==> config.mk <==
export PLATFORM = sky130hd
export DESIGN_NAME = bool_expr_sweeper
export DESIGN_NICKNAME = d
export VERILOG_FILES = /design/src/rtl/bool_expr_sweeper.sv
export SDC_FILE = /design/constraint.sdc
export NUM_CORES = 1
export LEC_CHECK = 0
export CAP_MARGIN = 20
export CORE_MARGIN = 4
export CORE_UTILIZATION = 52
export CTS_BUF_LIST = sky130_fd_sc_hd__clkbuf_4 sky130_fd_sc_hd__clkbuf_8
export CTS_CLUSTER_DIAMETER = 100
export DETAILED_ROUTE_END_ITERATION = 8
export PLACE_DENSITY = 0.91
export SETUP_SLACK_MARGIN = 0.15
export SYNTH_ARGS = -nofsm -noshare
export SYNTH_HDL_FRONTEND = slang
export SYNTH_SLANG_ARGS = --single-unit
==> constraint.sdc <==
create_clock -name clk -period 4.7 [get_ports clk]
set_input_delay 1.41 -clock clk [delete_from_list [all_inputs] [get_ports clk]]
set_output_delay 1.41 -clock clk [all_outputs]
set_load 0.01 [all_outputs]
==> src/rtl/bool_expr_sweeper.sv <==
// bool_expr_sweeper: drives an external four-input expression unit through all
// sixteen input vectors and counts how often each of its five outputs is 1.
// Each vector is held for SETTLE+1 cycles, then the outputs are sampled.
// Optional feature: define SWEEP_MISR_EN to add the 16-bit MISR signature
// output 'sig', computed over every sampled y.
module bool_expr_sweeper #(
  parameter int SETTLE = 0
) (
  input  logic        clk,
  input  logic        rst,
  input  logic        start,
  input  logic        abort,
  output logic        a,
  output logic        b,
  output logic        c,
  output logic        d,
  input  logic [4:0]  y,
  output logic [3:0]  vec_idx,
  output logic        busy,
  output logic        done,
  output logic [24:0] ones_cnt
`ifdef SWEEP_MISR_EN
  ,
  output logic [15:0] sig
`endif
);

  localparam logic [3:0] SETTLE_CYC = 4'(SETTLE);

  typedef enum logic [1:0] {IDLE, SWEEP, DONE} state_t;

  state_t      state_reg;
  logic [3:0]  vec_idx_reg;
  logic [3:0]  hold_reg;
  logic        busy_reg;
  logic        done_reg;
  logic [4:0]  cnt_reg [5];

  logic        start_acc;
  logic        sample;

  // A start is only honoured from IDLE, and a simultaneous abort vetoes it.
  assign start_acc = (state_reg == IDLE) && start && !abort;
  // Sample on the last hold cycle of a vector; an abort that edge suppresses it.
  assign sample    = (state_reg == SWEEP) && !abort && (hold_reg == SETTLE_CYC);

  // Sweep control: state, vector index, hold counter and registered flags.
  always_ff @(posedge clk) begin
    if (rst) begin
      state_reg   <= IDLE;
      vec_idx_reg <= 4'd0;
      hold_reg    <= 4'd0;
      busy_reg    <= 1'b0;
      done_reg    <= 1'b0;
    end else begin
      case (state_reg)
        IDLE: begin
          done_reg <= 1'b0;
          if (start_acc) begin
            state_reg   <= SWEEP;
            vec_idx_reg <= 4'd0;
            hold_reg    <= 4'd0;
            busy_reg    <= 1'b1;
          end
        end
        SWEEP: begin
          if (abort) begin
            state_reg <= IDLE;
            busy_reg  <= 1'b0;
          end else if (sample) begin
            hold_reg <= 4'd0;
            if (vec_idx_reg == 4'd15) begin
              // Last vector: vec_idx stays at 15 so the final drive remains visible.
              state_reg <= DONE;
              busy_reg  <= 1'b0;
              done_reg  <= 1'b1;
            end else begin
              vec_idx_reg <= vec_idx_reg + 4'd1;
            end
          end else begin
            hold_reg <= hold_reg + 4'd1;
          end
        end
        DONE: begin
          state_reg <= IDLE;
          done_reg  <= 1'b0;
        end
        default: begin
          state_reg <= IDLE;
          busy_reg  <= 1'b0;
          done_reg  <= 1'b0;
        end
      endcase
    end
  end

  // One ones-counter per expression output; at most 16 samples so 5 bits never wrap.
  generate
    for (genvar gi = 0; gi < 5; gi++) begin : g_cnt
      // Clear on reset or accepted start, accumulate y[gi] on each sample, else hold.
      always_ff @(posedge clk) begin
        if (rst || start_acc) begin
          cnt_reg[gi] <= 5'd0;
        end else if (sample) begin
          cnt_reg[gi] <= cnt_reg[gi] + {4'd0, y[gi]};
        end
      end
      assign ones_cnt[5*gi+4:5*gi] = cnt_reg[gi];
    end
  endgenerate

`ifdef SWEEP_MISR_EN
  logic [15:0] sig_reg;

  // CRC-16/CCITT style MISR: shift, feed back 0x1021, then fold in the sampled y.
  always_ff @(posedge clk) begin
    if (rst || start_acc) begin
      sig_reg <= 16'hFFFF;
    end else if (sample) begin
      sig_reg <= ({sig_reg[14:0], 1'b0} ^ (sig_reg[15] ? 16'h1021 : 16'h0000)) ^ {11'd0, y};
    end
  end

  assign sig = sig_reg;
`endif

  assign {a, b, c, d} = vec_idx_reg;
  assign vec_idx      = vec_idx_reg;
  assign busy         = busy_reg;
  assign done         = done_reg;

endmodule

Word level (Yosys, flattened, before mapping)
Memory sizes are Yosys's and may differ from the RTL's.
Index checks and enable logic that the tools add are counted.
{"block": "classes", "addsub": 7, "n_eq_ne": 9, "muxes": 28, "n_bitwise": 8, "n_reduce_logical": 15}
{"op": "adder 5 x 1 -> 5 bit", "count": 5}
{"op": "two-way mux 5 bit", "count": 5}
{"op": "two-way mux 4 bit", "count": 6}
{"op": "case mux 4 bit (2 select lines)", "count": 2}
{"op": "two-way mux 1 bit", "count": 9}
{"op": "AND reduction 3 bit", "count": 3}
{"op": "adder 4 x 1 -> 4 bit (second input constant)", "count": 2}
{"op": "two-way mux 2 bit", "count": 4}
{"op": "!= test 2 bit (second input constant)", "count": 4}
{"op": "bitwise OR 1 bit", "count": 5}
{"op": "AND reduction 5 bit", "count": 1}
{"op": "== test 4 bit (second input constant)", "count": 1}
{"op": "logical AND 1 bit", "count": 4}
{"op": "logical NOT 4 bit", "count": 1}
{"op": "case mux 2 bit (2 select lines)", "count": 1}
{"op": "AND reduction 4 bit", "count": 1}
{"op": "!= test 3 x 2 -> 1 bit (second input constant)", "count": 1}
{"op": "!= test 3 bit (second input constant)", "count": 1}
{"op": "NOT 1 bit", "count": 3}
{"op": "case mux 1 bit (3 select lines)", "count": 1}
{"op": "== test 2 x 1 -> 1 bit (second input constant)", "count": 1}
{"op": "== test 2 bit (second input constant)", "count": 1}
{"op": "logical NOT 2 bit", "count": 1}
{"op": "nonzero test 2 bit", "count": 1}
{"op": "3 further kinds", "count": 3}
{"block": "word_totals", "regBits": 12, "ram_bits": 25, "input_bits": 9, "output_inout_bits": 35, "word_cells": 73, "n_memories": 1}
{"name": "cnt_reg", "words": 5, "width": 5, "rd": 5, "rd_ports_with_merged_regs": 0, "write_ports": 5, "line": "37", "rtl": "logic [4:0] cnt_reg [5];"}

Longest topological paths before layout
Gate-level depths: netlist of run 1.
{"block": "logic_depth", "word_depth": 7, "depth_mapped": 7, "mapped_depth_nobuf": 6}

Worst setup path before layout of run 1
No wires, ideal clock.
{"block": "synth_timing", "path_kind": "in2reg", "from": "input abort", "to": "memory cnt_reg[0][0], enable pin", "setup_time_ns": 0.384, "arrival_ns": 2.390, "required_ns": 4.316, "setup_slack_ns": 1.926, "path_stages": 3, "n_path_buf": 0, "path_cell_list": "nor4b_4 nor2_1 nand2_1"}
{"element": "start: declaration", "line": "12", "rtl": "input logic abort,"}
{"element": "end: declaration", "line": "37"}

==> qor.yml, run 1 <==
outcome: "complete, no violations"
irDropWorstVdd_v: 0.000155
cts_hold_buffers_added: 0
tritoncts_clock_tree: "yes"
number_of_sinks_driven_by_the_clock_tree: 37
whs_ps: 497
dr.first_iter.drc_count: 116
clk_latency_ps: 330
cp-end-kind: "flip-flop"
flow.area_growth_from_synthesis_pct: 26.5
max_slew_violation_total_from_the_final_report: 0
largest_net_degree_at_the_start_of_global_routing: 29
vias_per_cell: 5.29
synth_flop_cell: "sky130_fd_sc_hd__edfxtp_1"
ctsRootBufferMaster: "sky130_fd_sc_hd__clkbuf_4"
actual_transition_at_the_worst_max_transition_pin_ps: 630
end_of_flow_core_utilization_pct: 69.2
dr_total_vias: 1344
cts_resized: 0
path_clk_slew_ps: 110
synthesis.instances: 165
timing.critical_path.arrival_ps: 3310
start_util_pct: 54.7
die_area_um2: 4580
timing_worst_setup_path_type: "in2reg"
port_buffers: 43
fp.dieH_um: 67.7
gp_routability_congestion: 0.758
avgSynthCellArea_um2: 11.2
layout-drive-gt1-share_pct: 7.21
grt_pass1_vias: 1371
clock_tree.buffer_depth: 2
power.density_cell_area_nw_per_um2: 269
drt_pre_antenna_iters: 4
grt_use_total_pct: 17.5
flip_flop_count_of_the_largest_register_after_layout: 25
wl_mm: 3.52
worstPathMaxFanout: 15
async_set_or_reset_register_ratio_after_synthesis_pct: 0
max_cap_viol: 0
period_share_pct: 66.3
htree_levels: 2
fill_cells: 249
placementRows: 21
total_power_uw: 631
cp.required_ps: 4890
grt_antenna_before_repair: 0
crit_path_start_kind: "input port"
yosys_cell_types: 31
ys_seq_elements: 37
postSynthNetCount: 187
post_cts.repair.setup_buffers: 0
reg2reg_setup_slack_ps: 2650
hp-class: "reg2reg"
relSlewSlack_pct: 57.9
setup_ws_ps: 1580
share_of_the_yosys_chip_area_belonging_to_registers_pct: 53.5
synth_edf_count: 25
p_leak_nw: 0.888
first_pass_grt_wire_length_mm: 5.96
fmax_ghz: 0.321
drt_drc_violations_left: 0
antenna_cells: 0
final_net_count: 229
finalClockSkew_ps: 8.92
boundaryPins: 44
design.core.area_um2: 3390
finalSetupViolations: 0
final.setup.tns_ps: 0
place_worst_setup_slack_ps: 1230
final_period_minus_worst_setup_slack_ps: 3120
hpwl_mm: 2.61
unrepaired_setup_endpoints_after_global_routing: "no"
gr-total-overflow: 0
avgRoutedWirePerCell_um: 13.9
drt.antenna.violating_nets: 0
cts_made_buffers: 5
die_w_um: 67.7
hold_violation_count_in_the_final_report: 0
synth_area_um2: 1850
synthesis.yosys.warnings: 0
cell usage after synthesis, drive strengths merged (2+ instances only):
| cell type | number | area [um^2] |
|---|---|---|
| or4 | 3 | 22.5 |
| a21oi | 10 | 53.8 |
| o211ai | 2 | 15.0 |
| nor2 | 23 | 86.3 |
| dfxtp | 12 | 240 |
| clkbuf | 3 | 12.5 |
| ha | 13 | 163 |
| xnor2 | 6 | 52.6 |
| inv | 3 | 11.3 |
| nor3b | 3 | 32.5 |
| nand2 | 8 | 30.0 |
| o21ai | 3 | 15.0 |
| xor2 | 12 | 105 |
| edfxtp | 25 | 751 |
| nand3 | 12 | 60.1 |
| and3 | 12 | 75.1 |
| buf | 6 | 46.3 |
cell type report:
| cell class | instances | area [um^2] | area share, % |
|---|---|---|---|
| multi-input cells | 116 | 792 | 33.8 |
| inverters | 3 | 11.3 | 0.480 |
| clock inverters | 2 | 10.0 | 0.427 |
| well taps | 46 | 57.6 | 2.45 |
| flip-flops and latches | 37 | 991 | 42.3 |
| repair buffers | 44 | 438 | 18.7 |
| clock buffers | 6 | 45.0 | 1.92 |
critical path, stage by stage:
cell and delay (ps):
sky130_fd_sc_hd__clkdlybuf4s50_1 500, sky130_fd_sc_hd__nor4b_4 180, sky130_fd_sc_hd__nor2_1 500, sky130_fd_sc_hd__nand2_1 490
sky130_fd_sc_hd__nor2_1 220
cells by family (layout without fill, tap and decap cells):
family / count (synthesis) / in the layout / share of synthesized area, %
xor gates and xnor gates: 18 / 18 / 8.51
buffers and inverters: 12 / 55 / 3.78
and+or+nand+nor: 68 / 68 / 20.2
DFF: 37 / 37 / 53.5
AOI/OAI and AO/OA: 17 / 17 / 5.27
adders and majority gates: 13 / 13 / 8.78
final timing paths:
check,start,to,cells past startpoint
setup / recovery,start,cnt_reg[4][2],5
hold / removal,hold_reg[1],hold_reg[1],2
setup reg to reg,hold_reg[0],cnt_reg[4][2],6
hold reg to reg,hold_reg[1],hold_reg[1],2
cells in the final DEF, fill, tap and decap left out:
master,n
sky130_fd_sc_hd__nor3b_2,2
sky130_fd_sc_hd__a21oi_2,1
sky130_fd_sc_hd__a31oi_1,1
sky130_fd_sc_hd__dfxtp_1,12
sky130_fd_sc_hd__nor2_1,23
sky130_fd_sc_hd__clkdlybuf4s50_1,43
sky130_fd_sc_hd__nor3b_1,1
sky130_fd_sc_hd__nand3_1,12
sky130_fd_sc_hd__clkinv_2,2
sky130_fd_sc_hd__and2_1,1
sky130_fd_sc_hd__nand2_1,8
sky130_fd_sc_hd__xnor2_1,6
sky130_fd_sc_hd__nor4b_4,1
sky130_fd_sc_hd__nand4b_1,1
sky130_fd_sc_hd__nor2b_1,1
sky130_fd_sc_hd__o31ai_1,1
sky130_fd_sc_hd__or2_2,1
sky130_fd_sc_hd__edfxtp_1,25
sky130_fd_sc_hd__or4_1,3
sky130_fd_sc_hd__a21oi_1,9
sky130_fd_sc_hd__o211ai_1,2
sky130_fd_sc_hd__xor2_1,12
sky130_fd_sc_hd__o21ai_0,3
sky130_fd_sc_hd__inv_1,3
sky130_fd_sc_hd__or2b_2,1
sky130_fd_sc_hd__buf_4,1
sky130_fd_sc_hd__nand3b_1,1
sky130_fd_sc_hd__ha_1,13
sky130_fd_sc_hd__and3_1,12
sky130_fd_sc_hd__clkbuf_4,6
routing by layer:
| layer | track usage [%] | vias up | share of wire, % |
|---|---|---|---|
| met5 | 0 | - | 0 |
| met4 | 6.84 | 0 | 2.1 |
| met3 | 4.33 | 10 | 6.6 |
| met2 | 29.6 | 52 | 47 |
| met1 | 21.1 | 616 | 45 |
| li1 | - | 666 | - |
metrics by stage:
stage                     instance area, um^2  cells
after floorplan                          1850    165
after global placement                   2290    246
after detailed placement                 2290    246
after CTS                                2340    254
after global routing                     2340    254
final                                    2340    254
power by group:
part,switching [mW],leakage [nW],internal (mW)
sequential,0.0149,0.365,0.364
clock,0.102,0.0354,0.0628
combinational,0.0401,0.487,0.0467
No activity file was read; power rests on OpenSTA's default activity.
==> run 2, diff against run 1 <==
CORE_UTILIZATION = 51   (was 52)
PLACE_DENSITY = 0.9   (was 0.91)
clock period = 3.22 ns   (was 4.7 ns; I/O delays follow)
==> run 2 against run 1 <==
Routed wire length increased by 0.43%. Sequential power increased by 46%. Global-route usage increased by 0.66 points. Critical path type unchanged. Hold slack got worse by 4.6 ps.
==> qor.yml, run 2 (synthesis results as in run 1) <==
outcome: "complete, no violations"
flip_flop_count_of_the_largest_register_after_layout: 25
mostFrequentLayoutCells: "sky130_fd_sc_hd__clkdlybuf4s50_1, sky130_fd_sc_hd__edfxtp_1, sky130_fd_sc_hd__nor2_1"
critPathCapture: "cnt_reg[1][3]"
cts_resized: 0
max_slew_violation_total_from_the_final_report: 0
layout-drive-gt1-share_pct: 8.06
irDropWorstVdd_v: 0.000214
gp_routability_congestion: 0.806
p_int_uw: 706
gr-total-overflow: 0
finalSetupViolations: 0
timing.critical_path.arrival_ps: 2810
cp-end-kind: "flip-flop"
post_cts.repair.setup_buffers: 0
place_worst_setup_slack_ps: 214
final.setup.tns_ps: 0
fmax_ghz: 0.381
net-switching-power_uw: 228
drt_pre_antenna_iters: 4
p_leak_nw: 0.903
die_area_um2: 4660
htree_levels: 2
end_of_flow_core_utilization_pct: 69.5
flow.area_growth_from_synthesis_pct: 28.0
ctsRootBufferMaster: "sky130_fd_sc_hd__clkbuf_4"
vias_per_cell: 5.23
sw_frac_of_total_pct: 24.5
boundaryPins: 44
crit-reg2reg-launch: "state_reg[0]"
power.density_cell_area_nw_per_um2: 394
actual_transition_at_the_worst_max_transition_pin_ps: 619
avgRoutedWirePerCell_um: 13.8
timing.reg2reg.worst_path_depth: 4
crit_path_start_kind: "input port"
number_of_sinks_driven_by_the_clock_tree: 37
period_share_pct: 81.4
drt.antenna.violating_nets: 0
clk_latency_ps: 340
wl_mm: 3.54
path_clk_slew_ps: 110
grt_antenna_before_repair: 0
tritoncts_clock_tree: "yes"
hpwl_mm: 2.60
cts_made_buffers: 5
share_seq_of_total_power_pct: 59.3
fill_cells: 260
start_util_pct: 54.2
reg2reg_setup_slack_ps: 1240
largest_net_degree_at_the_start_of_global_routing: 27
unrepaired_setup_endpoints_after_global_routing: "no"
die_w_um: 68.3
cts_hold_buffers_added: 0
hold_violation_count_in_the_final_report: 0
hp-class: "reg2reg"
clkPwrFrac_pct: 26.8
r2r-end: "cnt_reg[1][3]"
drt_drc_violations_left: 0
setup_ws_ps: 598
design.core.area_um2: 3420
layout_commonest_cell: "sky130_fd_sc_hd__clkdlybuf4s50_1"
finalClockSkew_ps: 6.88
worstPathMaxFanout: 15
share_comb_of_total_power_pct: 14.0
final_period_minus_worst_setup_slack_ps: 2620
fp.dieH_um: 68.3
placementRows: 21
antenna_cells: 0
relSlewSlack_pct: 58.6
final_net_count: 232
whs_ps: 492
max_cap_viol: 0
setup.worst_path.start: "start"
storage_element_area_um2: 991
multiInputGateArea_um2: 792
clock_tree.buffer_depth: 2
timing_worst_setup_path_type: "in2reg"
port_buffers: 43
dr_total_vias: 1343
cp.required_ps: 3410
first_pass_grt_wire_length_mm: 6.00
dr.first_iter.drc_count: 63
grt_use_total_pct: 18.1
grt_pass1_vias: 1318
[run 2: worst min-delay path by stage]
stage | startpoint | end | slack [ps] | cells past startpoint
after floorplan | hold_reg[1] | hold_reg[1] | 460 | 2
after global placement | hold_reg[1] | hold_reg[1] | 470 | 2
after detailed placement | hold_reg[1] | hold_reg[1] | 480 | 2
after CTS | hold_reg[1] | hold_reg[1] | 490 | 2
after global routing | hold_reg[1] | hold_reg[1] | 530 | 2
final | hold_reg[1] | hold_reg[1] | 490 | 2
[run 2: per-stage QoR]
| step | cell area (um^2) | instances | total power [mW] |
|---|---|---|---|
| detailed placement | 2310 | 249 | 0.696 |
| finish | 2370 | 257 | 0.934 |
| CTS | 2370 | 257 | 0.946 |
| global route | 2370 | 257 | 0.994 |
| global placement | 2310 | 249 | 0.691 |
| floorplan | 1850 | 165 | 0.622 |
[run 2: layout make-up]
type                    count  share of cell area (%)
inverters                   3                   0.475
clock buffers               6                    2.16
flip-flops and latches     37                    41.8
well taps                  46                    2.43
multi-input cells         116                    33.4
repair buffers             47                    19.4
clock inverters             2                   0.369
[run 2: worst max-delay path, stage by stage]
cell,delay (ps)
sky130_fd_sc_hd__clkdlybuf4s50_1,480
sky130_fd_sc_hd__nor4b_4,180
sky130_fd_sc_hd__nor2_1,490
sky130_fd_sc_hd__nand2_1,470
sky130_fd_sc_hd__nor2_1,210
[run 2: layer usage]
layer  vias to the layer above  GRT usage (%)  wire [um]
li1                        675              -          -
met1                       621           22.1       1610
met2                        40           29.4       1650
met3                         7           4.43        226
met4                         0           9.68         58
met5                         -              0          0
[run 2: power groups by stage]
stage,combinational (mW),sequential (mW),clock [mW]
3_5_place_dp,0.132,0.564,0
4_1_cts,0.133,0.554,0.260
6_report,0.131,0.553,0.250
3_3_place_gp,0.128,0.563,0
5_1_grt,0.145,0.557,0.292
2_1_floorplan,0.0515,0.571,0
==> run 3, diff against run 2 <==
clock period = 2.5 ns   (was 3.22 ns; I/O delays follow)
==> run 3 against run 2 <==
Sequential power increased by 29%. Critical path depth decreased by 4. Core utilization increased by 1.1 points. Total power increased by 38%. Combinational power increased by 32%. Clock power increased by 61%. Hold slack improved by 9.4 ps. Sequential cell count unchanged. Clock-buffer cell count decreased by 1. Clock skew increased by 1.6 ps.
==> qor.yml, run 3 (synthesis results as in run 1) <==
irDropWorstVdd_v: 0.000328
clk_latency_ps: 340
timing.critical_path.arrival_ps: 1410
critical_path.cell_chain: "clkdlybuf4s50_1"
vias_per_cell: 5.36
layout_commonest_cell: "sky130_fd_sc_hd__clkdlybuf4s50_1"
dr_total_vias: 1382
worstPathBufferInverterCount: 1
boundaryPins: 44
drt_drc_violations_left: 0
timing_worst_setup_path_type: "reg2out"
placementRows: 21
first_pass_grt_wire_length_mm: 6.16
die_area_um2: 4660
grt_antenna_before_repair: 0
unrepaired_setup_endpoints_after_global_routing: "no"
critPathTopFamily: "buffers and inverters"
fin_cells: 258
layout-drive-gt1-share_pct: 8.49
dr.first_iter.drc_count: 50
clock_tree.buffer_depth: 2
crit_path_top_delay_cell: "sky130_fd_sc_hd__clkdlybuf4s50_1"
power.density_cell_area_nw_per_um2: 534
max_cap_viol: 0
port_buffers: 43
crit_path_start_kind: "flip-flop"
largest_net_degree_at_the_start_of_global_routing: 29
finalSetupViolations: 0
gr-total-overflow: 0
total_power_mw: 1.29
die_w_um: 68.3
final.setup.tns_ps: 0
fmax_ghz: 0.463
drt.antenna.violating_nets: 0
cts_resized: 0
hpwl_mm: 2.66
tritoncts_clock_tree: "yes"
path_clk_slew_ps: 110
post_cts.repair.setup_buffers: 0
cts_made_buffers: 5
worstPathMaxFanout: 7
finalClockSkew_ps: 8.51
critical-path-max-stage-delay_ps: 590
period_share_pct: 86.4
mostFrequentLayoutCells: "sky130_fd_sc_hd__clkdlybuf4s50_1, sky130_fd_sc_hd__edfxtp_1, sky130_fd_sc_hd__nor2_1"
ctsRootBufferMaster: "sky130_fd_sc_hd__clkbuf_4"
gp_routability_congestion: 0.775
avgRoutedWirePerCell_um: 14.1
cp.required_ps: 1750
max_slew_violation_total_from_the_final_report: 0
drt_pre_antenna_iters: 6
setup_ws_ps: 340
start_util_pct: 54.2
grt_pass1_vias: 1377
final_period_minus_worst_setup_slack_ps: 2160
place_worst_setup_slack_ps: 71.1
p_leak_nw: 0.915
htree_levels: 2
outcome: "complete, no violations"
actual_transition_at_the_worst_max_transition_pin_ps: 354
wl_mm: 3.63
number_of_sinks_driven_by_the_clock_tree: 37
flip_flop_count_of_the_largest_register_after_layout: 25
fp.dieH_um: 68.3
relSlewSlack_pct: 76.3
cp-end-kind: "primary output"
grt_use_total_pct: 17.9
antenna_cells: 0
final_net_count: 233
flow.area_growth_from_synthesis_pct: 30.1
hp-class: "reg2reg"
hold_violation_count_in_the_final_report: 0
cts_hold_buffers_added: 0
design.core.area_um2: 3420
placed_cells_incl_taps: 250
-- run 3: cell types whose count changed in the layout (fill, tap and decap cells not counted) --
cell                         delta
sky130_fd_sc_hd__clkinvlp_4     +1
sky130_fd_sc_hd__bufinv_16      +1
sky130_fd_sc_hd__buf_12         +1
sky130_fd_sc_hd__clkbuf_8       -1
sky130_fd_sc_hd__clkinv_2       -1
-- run 3: area by class of cell --
| type | instances | area, um^2 |
|---|---|---|
| Sequential cell | 37 | 991 |
| Fill cell | 259 | 1000 |
| Timing Repair Buffer | 48 | 480 |
| Multi-Input combinational cell | 116 | 792 |
| Inverter | 3 | 11.3 |
| Tap cell | 46 | 57.6 |
| Clock inverter | 3 | 41.3 |
| Clock buffer | 5 | 37.5 |
-- run 3: power breakdown --
part	switching (mW)	internal (mW)
Combinational	0.0789	0.0944
Clock	0.196	0.207
Sequential	0.0269	0.685
-- run 3: stage by stage --
stage          area [um^2]  hold slack (ps)  util (%)
4_1_cts               2410              500      70.6
6_report              2410              502      70.6
2_1_floorplan         1850              457         -
3_5_place_dp          2330              479      68.3
3_3_place_gp          2330              474      68.3
5_1_grt               2410              539      70.6
-- run 3: per-layer routing --
layer	track usage [%]	share of wire [%]	up-vias
met5	0	0	-
met4	8.44	1.9	0
met3	5.58	7.0	9
met2	29.4	48	52
met1	21.2	43	646
li1	-	-	675
-- run 3: path summary, 6_finish.rpt --
check / from / endpoint / slack [ps] / cells past startpoint
worst max register to register: hold_reg[0] / vec_idx[3] / 780 / 6
worst max-delay path: vec_idx[2] / vec_idx[2] / 340 / 1
worst min register to register: done / done / 500 / 2
worst min-delay path: done / done / 500 / 2
